File: config.mk
export PLATFORM = sky130hd
export DESIGN_NAME = load_extend_unit
export DESIGN_NICKNAME = d
export VERILOG_FILES = /design/src/rtl/load_extend_unit.sv
export SDC_FILE = /design/constraint.sdc
export NUM_CORES = 1
export LEC_CHECK = 0
export CORE_ASPECT_RATIO = 0.5
export CORE_MARGIN = 5
export CORE_UTILIZATION = 48
export CTS_CLUSTER_SIZE = 40
export DETAILED_ROUTE_END_ITERATION = 6
export PLACE_DENSITY = 0.76
export SYNTH_ARGS = -nofsm -noshare
export SYNTH_HDL_FRONTEND = slang
export SYNTH_SLANG_ARGS = --single-unit
File: constraint.sdc
create_clock -name clk -period 2.11 [get_ports clk]
set_input_delay 0.422 -clock clk [delete_from_list [all_inputs] [get_ports clk]]
set_output_delay 0.422 -clock clk [all_outputs]
set_load 0.02 [all_outputs]
File: src/rtl/load_extend_unit.sv
// Load-data formatter: lane select plus sign/zero extension, behind a 2-entry output skid buffer.
// Define LOAD_EXT_MISALIGN_CHK_EN to flag misaligned beats (Error=1, Salida=0).
module load_extend_unit #(
    parameter int unsigned DATA_W = 32,
    parameter int unsigned OFS_W  = $clog2(DATA_W / 8)
) (
    input  logic              clk,
    input  logic              rst_n,
    input  logic              in_valid,
    output logic              in_ready,
    input  logic [DATA_W-1:0] Entrada,
    input  logic [OFS_W-1:0]  Offset,
    input  logic [1:0]        Tamano,
    input  logic              Signo,
    output logic              out_valid,
    input  logic              out_ready,
    output logic [DATA_W-1:0] Salida,
    output logic              Error
);

    typedef enum logic [1:0] {EMPTY, ONE, FULL} state_e;

    state_e            state_q;
    logic              in_ready_q, out_valid_q;
    logic [DATA_W-1:0] main_data_q, skid_data_q;
    logic              main_err_q, skid_err_q;

    logic              illegal;
    logic [1:0]        eff_sz;
    int unsigned       lane_bits;
    logic [DATA_W-1:0] shifted, mask, lane;
    logic              sign_bit;
    logic [DATA_W-1:0] fmt_data_d;
    logic              fmt_err_d;
`ifdef LOAD_EXT_MISALIGN_CHK_EN
    logic [OFS_W-1:0]  align_mask;
`endif

    // Bytes shifted in above the word top read as zero, so a lane crossing the top byte zero-fills.
    always_comb begin
        illegal   = (32'd8 << Tamano) > DATA_W;
        eff_sz    = illegal ? 2'(OFS_W) : Tamano;
        lane_bits = 32'd8 << eff_sz;
        shifted   = Entrada >> {Offset, 3'b000};
        mask      = '1;
        if (lane_bits < DATA_W) begin
            mask = mask >> (DATA_W - lane_bits);
        end
        lane       = shifted & mask;
        sign_bit   = |(lane & ~(mask >> 1));
        fmt_data_d = lane;
        if (Signo && sign_bit) begin
            fmt_data_d = lane | ~mask;
        end
        fmt_err_d = illegal;
`ifdef LOAD_EXT_MISALIGN_CHK_EN
        align_mask = OFS_W'((32'd1 << eff_sz) - 32'd1);
        if ((Offset & align_mask) != '0) begin
            fmt_err_d  = 1'b1;
            fmt_data_d = '0;
        end
`endif
    end

    logic in_xfer, out_xfer;
    assign in_xfer  = in_valid & in_ready_q;
    assign out_xfer = out_valid_q & out_ready;

    always_ff @(posedge clk or negedge rst_n) begin
        if (!rst_n) begin
            state_q     <= EMPTY;
            in_ready_q  <= 1'b1;
            out_valid_q <= 1'b0;
            main_data_q <= '0;
            main_err_q  <= 1'b0;
            skid_data_q <= '0;
            skid_err_q  <= 1'b0;
        end else begin
            case (state_q)
                EMPTY: begin
                    if (in_xfer) begin
                        main_data_q <= fmt_data_d;
                        main_err_q  <= fmt_err_d;
                        out_valid_q <= 1'b1;
                        state_q     <= ONE;
                    end
                end
                ONE: begin
                    if (in_xfer && !out_xfer) begin
                        skid_data_q <= fmt_data_d;
                        skid_err_q  <= fmt_err_d;
                        in_ready_q  <= 1'b0;
                        state_q     <= FULL;
                    end else if (out_xfer && !in_xfer) begin
                        out_valid_q <= 1'b0;
                        state_q     <= EMPTY;
                    end else if (in_xfer && out_xfer) begin
                        main_data_q <= fmt_data_d;
                        main_err_q  <= fmt_err_d;
                    end
                end
                FULL: begin
                    if (out_xfer) begin
                        main_data_q <= skid_data_q;
                        main_err_q  <= skid_err_q;
                        in_ready_q  <= 1'b1;
                        state_q     <= ONE;
                    end
                end
                default: begin
                    state_q     <= EMPTY;
                    in_ready_q  <= 1'b1;
                    out_valid_q <= 1'b0;
                end
            endcase
        end
    end

    assign in_ready  = in_ready_q;
    assign out_valid = out_valid_q;
    assign Salida    = main_data_q;
    assign Error     = main_err_q;

endmodule

After elaboration in Yosys (flattened, before gate mapping)
Index checks and enable logic that the tools add are counted.

Add/subtract/negate cells: 1. $mul: 0. Divide/modulo/power cells: 0. Magnitude comparators: 2. Eq/ne operators: 10. Shift operators: 4. Muxes and demuxes: 27. Bitwise logic cells: 9. Reduce and logical (&&, ||, !) cells: 14.

Operators by type and width (count): $mux W32 (7); $pmux W32 S3 (1); $and A32 B32 Y32 (2); $shl A4 B2 Y32 const A (2); $gt A32 B6 Y1 const B (1); $lt A32 B6 Y1 const B (1); $not A31 Y32 (1); $not A32 Y32 (1); $or A32 B32 Y32 (1); $reduce_or A32 Y1 (1); $shr A32 B32 Y32 const A (1); $shr A32 B5 Y32 (1); $sub A6 B32 Y32 const A (1); $ne A2 B2 Y1 const B (7); $mux W1 (10); $mux W2 (5); $pmux W1 S3 (3); $pmux W2 S3 (1); $reduce_and A3 Y1 (2); $reduce_and A6 Y1 (1); $logic_and A1 B1 Y1 (4); $reduce_and A4 Y1 (1); $ne A3 B3 Y1 const B (1); $reduce_bool A3 Y1 (1); other kinds (7) (10).

Bits in registers: 70. Bits in latches: 0. Bits in writable memories: 0. Bits in read-only memories: 0. Output and inout bits: 35. Logic and storage cells: 74. Memories: 0.

Longest topological paths before layout
Word-level depth: 16. Mapped depth: 10. Depth with buffers taken out: 7.

Worst setup path after synthesis
No wires, ideal clock.

Path type: register -> register. From: reg in_ready_q (netlist: in_ready). To: reg main_err_q (netlist: Error). Data arrival time: 2.104 ns. Data required time: 1.985 ns. Setup slack: -0.119 ns. Stages on the path, launching flop included: 9. Clock period less this slack: 2.229 ns. Path through: dfstp_2 nand2_1 inv_1 ha_1 nor4b_4 a22oi_2 and2_4 buf_6 mux2_2.

Cells in the longest elaborated chain, start to end: 5. Elaborated cells between the ends (all ways): 10. Classes of those cells: eq/ne: 4; bitwise: 1; reduce/logical: 5.

Ends and longest elaborated chain: start: declaration (RTL line 24) `logic in_ready_q, out_valid_q;`; start signal: assignment (RTL line 72) `in_ready_q <= 1'b1;`; start signal: assignment (RTL line 92) `in_ready_q <= 1'b0;`; start signal: assignment (RTL line 106) `in_ready_q <= 1'b1;`; $and A1 B1 Y1 * (RTL line 66) `assign in_xfer = in_valid & in_ready_q;`; $logic_not A1 Y1 (RTL line 94) `end else if (out_xfer && !in_xfer) begin`; $logic_and A1 B1 Y1 (RTL line 94); $ne A2 B2 Y1 (no line); $reduce_and A6 Y1 (no line) *; end signal: assignment (RTL line 83) `main_err_q <= fmt_err_d;`; end signal: assignment (RTL line 99) `main_err_q <= fmt_err_d;`; end signal: assignment (RTL line 105) `main_err_q <= skid_err_q;`; end: declaration (RTL line 26) `logic main_err_q, skid_err_q;`.

Every way passes the cells marked *; elsewhere a longest branch is shown, timed or not. A chain may end at the register's enable or synchronous reset.

Worst setup path after layout
Same ends and word-level chain as after synthesis.

==> out/qor.csv <==
metric,value,unit
cts_buffers,9,
clkPwrFrac,25.9,%
grt_util_all_layers,24.45,%
internal-power,3.954,mW
layout_min_cycle_time,2.064,ns
yosys.area.top_type,dfrtp_1,
switching_share,33.46,%
placed_cells,662,
cp.required,2.33,ns
grt_pass1_vias,4020,
p_per_area,1034,mW/mm^2
nNetsFinal,602,
viasPerCell,5.959,
hold_violations,0,
clk_latency,0.34,ns
synth.distinct_cells,41,
core_area,0.008588,mm^2
final.fill_count,669,
worst_slack,0.04588,ns
cp_cell_sequence,nand2_2 -> inv_2 -> ha_4 -> nor4b_4 -> a22oi_2 -> and2_4 -> mux2_2,
ant_nets,0,
tightest_slew,0.6960,ns
fmaxAchievable,484.5,MHz
leakage,2.599,nW
clkTransAtPathRegs,0.05,ns
slew_viol_final,0,
synth-main-ff-cell,dfrtp_1,
path_class,register to register,
async_flop_share,100.0,%
critical_path.endpoint_type,register,
vias,4052,
slew_headroom,53.60,%
die_h,75.91,um
cts_max_level,3,
dieArea,0.01077,mm^2
synth-edff-count,0,
arrival,2.29,ns
postSynthAreaPerCell,9.186,um^2
ys_seq_elements,70,
grt_start_max_net_pins,71,
crit_fanout,6,
die_w,141.8,um
areaGrowthSynthToFinish,37.80,%
routedWlPerCell,18.97,um
ctsRootBufferMaster,clkbuf_16,
combPwrFrac,37.8,%
wl,12900,um
startpoint_type,register,
netlist.area_leader.share,41.40,%
place.gp.congestion,0.8639,
grt_pass1_wl,21050,um
antenna_found_initial,0,
hpwl,8867,um
tritoncts,done,
ir_drop,0.5549,mV
drtIter0Drc,491,
netlist_top_cells_area,"dfrtp_1 (41%), a21oi_1 (4.8%), mux2i_1 (4.8%)",
syn-instance-count,454,
p_switching,1.988,mW
max_stage_delay,0.56,ns
maxCapViolCount,0,
port_buffers,75,
rows,24,
fin_crit_sh,97.83,%
yosysMostFrequentCell,dfrtp_1,
synthTopCellsByCount,"dfrtp_1 (69), nand2_1 (49), a21oi_1 (40), nor2_1 (28), inv_1 (27)",
status,"complete, no violations",
pin_count,76,
ys_seq_area_share,42.03,%
drcViolationCount,0,
yosys_warnings,0,
first_pass_iters,5,
place_ws,-0.6120,ns
layoutNonFillerInstCount,680,
drive_gt1_share,22.02,%
clock-sinks,70,
antenna_cells,0,
skew,0.003579,ns
slowest_stage,dfstp_2,
finalSetupViolCount,0,
multi_input_area,0.002175,mm^2
synth_nets,498,
grt_overflow,0,
worstHoldPathType,input port to async pin,
seq_area,0.001754,mm^2
syn-cell-area,0.004170,mm^2
cts_buffer_depth,2,
seqPwrFrac,36.4,%
initial_utilization,48.56,%
rsz0062_at_grt,yes,
-- cell families after synthesis --
| group | synth area share [%] |
|---|---|
| flip-flops | 42.03 |
| AND/OR/NAND/NOR | 14.13 |
| AO/OA/AOI/OAI | 25.17 |
| multiplexers | 10.74 |
| buffers and inverters | 7.021 |
| adder cells (fa/ha/maj) | 0.9002 |
-- power groups by stage --
stage                     clock network, mW  logic (mW)  registers, mW
after floorplan                           0       0.853           2.49
after global placement                    0        2.18           2.15
after detailed placement                  0        2.24           2.17
after CTS                              1.55        2.26           2.15
after global routing                   1.62        2.43           2.22
final                                  1.54        2.24           2.16
-- final timing paths --
kind                           startpoint              to  slack [ns]  depth (start not counted)
setup / recovery                 in_ready           Error        0.05                          7
hold / removal                      rst_n       Salida[4]        0.11                          2
setup reg to reg                 in_ready           Error        0.05                          7
hold reg to reg            skid_data_q[5]  skid_data_q[5]        0.48                          2
max in group asynchronous           rst_n        in_ready        1.68                          2
min in group clk                out_ready        in_ready        0.41                          3
-- per-stage QoR --
step	util [%]	area [um^2]	power, mW	setup TNS [ns]	hold slack [ns]
2_1_floorplan	-	4198	3.339	0	0.1264
3_3_place_gp	62.79	5393	4.330	-15.04	0.4556
3_5_place_dp	62.79	5393	4.410	-17.06	0.4611
4_1_cts	66.39	5702	5.961	0	0.1161
5_1_grt	66.91	5747	6.270	-0.07033	0.1376
6_report	66.91	5747	5.942	0	0.1075
-- sequential cells by signal (all words and copies together), names as in the netlist --
name         cells
skid_data_q     32
state_q          2
skid_err_q       1
out_valid        1
Error            1
in_ready         1
Salida          32
-- per-layer routing --
layer | share of wire [%] | GRT usage [%] | up-vias
li1 | - | - | 1876
met1 | 43 | 33.65 | 1960
met2 | 47 | 37.62 | 190
met3 | 8.0 | 6.667 | 26
met4 | 1.9 | 7.759 | 0
met5 | 0 | 0 | -
-- critical path, delay by kind of cell (launching register included) --
family | cells | cell delay (ns)
buffers and inverters | 1 | 0.10
muxes | 1 | 0.34
AOI/OAI and AO/OA | 1 | 0.38
adders and majority gates | 1 | 0.15
and+or+nand+nor | 3 | 0.42
DFF | 1 | 0.56
-- layout make-up --
type / instances / area share (%)
Clock buffer: 12 / 4.463
Clock inverter: 4 / 0.7838
Inverter: 27 / 1.764
Multi-Input combinational cell: 319 / 37.84
Sequential cell: 70 / 30.52
Tap cell: 117 / 2.547
Timing Repair Buffer: 131 / 22.08
-- cell usage in the layout, fill, tap and decap left out, types with 2 or more instances in the layout --
cell             instances
a21bo_2                 16
a21oi_1                 39
a21oi_2                  3
a221oi_1                 5
a221oi_2                 3
a22oi_1                  7
a31oi_1                  7
a32oi_1                 16
and2_4                   2
buf_12                   7
buf_4                   47
buf_6                    2
clkbuf_16                9
clkbuf_8                 2
clkdlybuf4s50_1         71
clkinv_2                 3
dfrtp_1                 68
dlymetal6s2s_1           3
inv_1                   25
inv_2                    2
mux2_2                   8
mux2i_1                 20
mux4_2                   7
nand2_1                 47
nand2b_1                 5
nand3_1                 24
nand3b_1                 2
nor2_1                  28
nor2b_1                  2
nor3_1                   8
nor3b_1                  2
o211ai_1                 8
o21ai_0                 20
o22ai_1                 25
-- what timing repair did --
item                       CTS  global route
hold buffers                 0             0
resized for setup            2             9
cloned                       0             1
setup buffers                0             1
pin swaps                    0             3
setup endpoints to repair   17            11
Power figures use the tool's default switching activity.
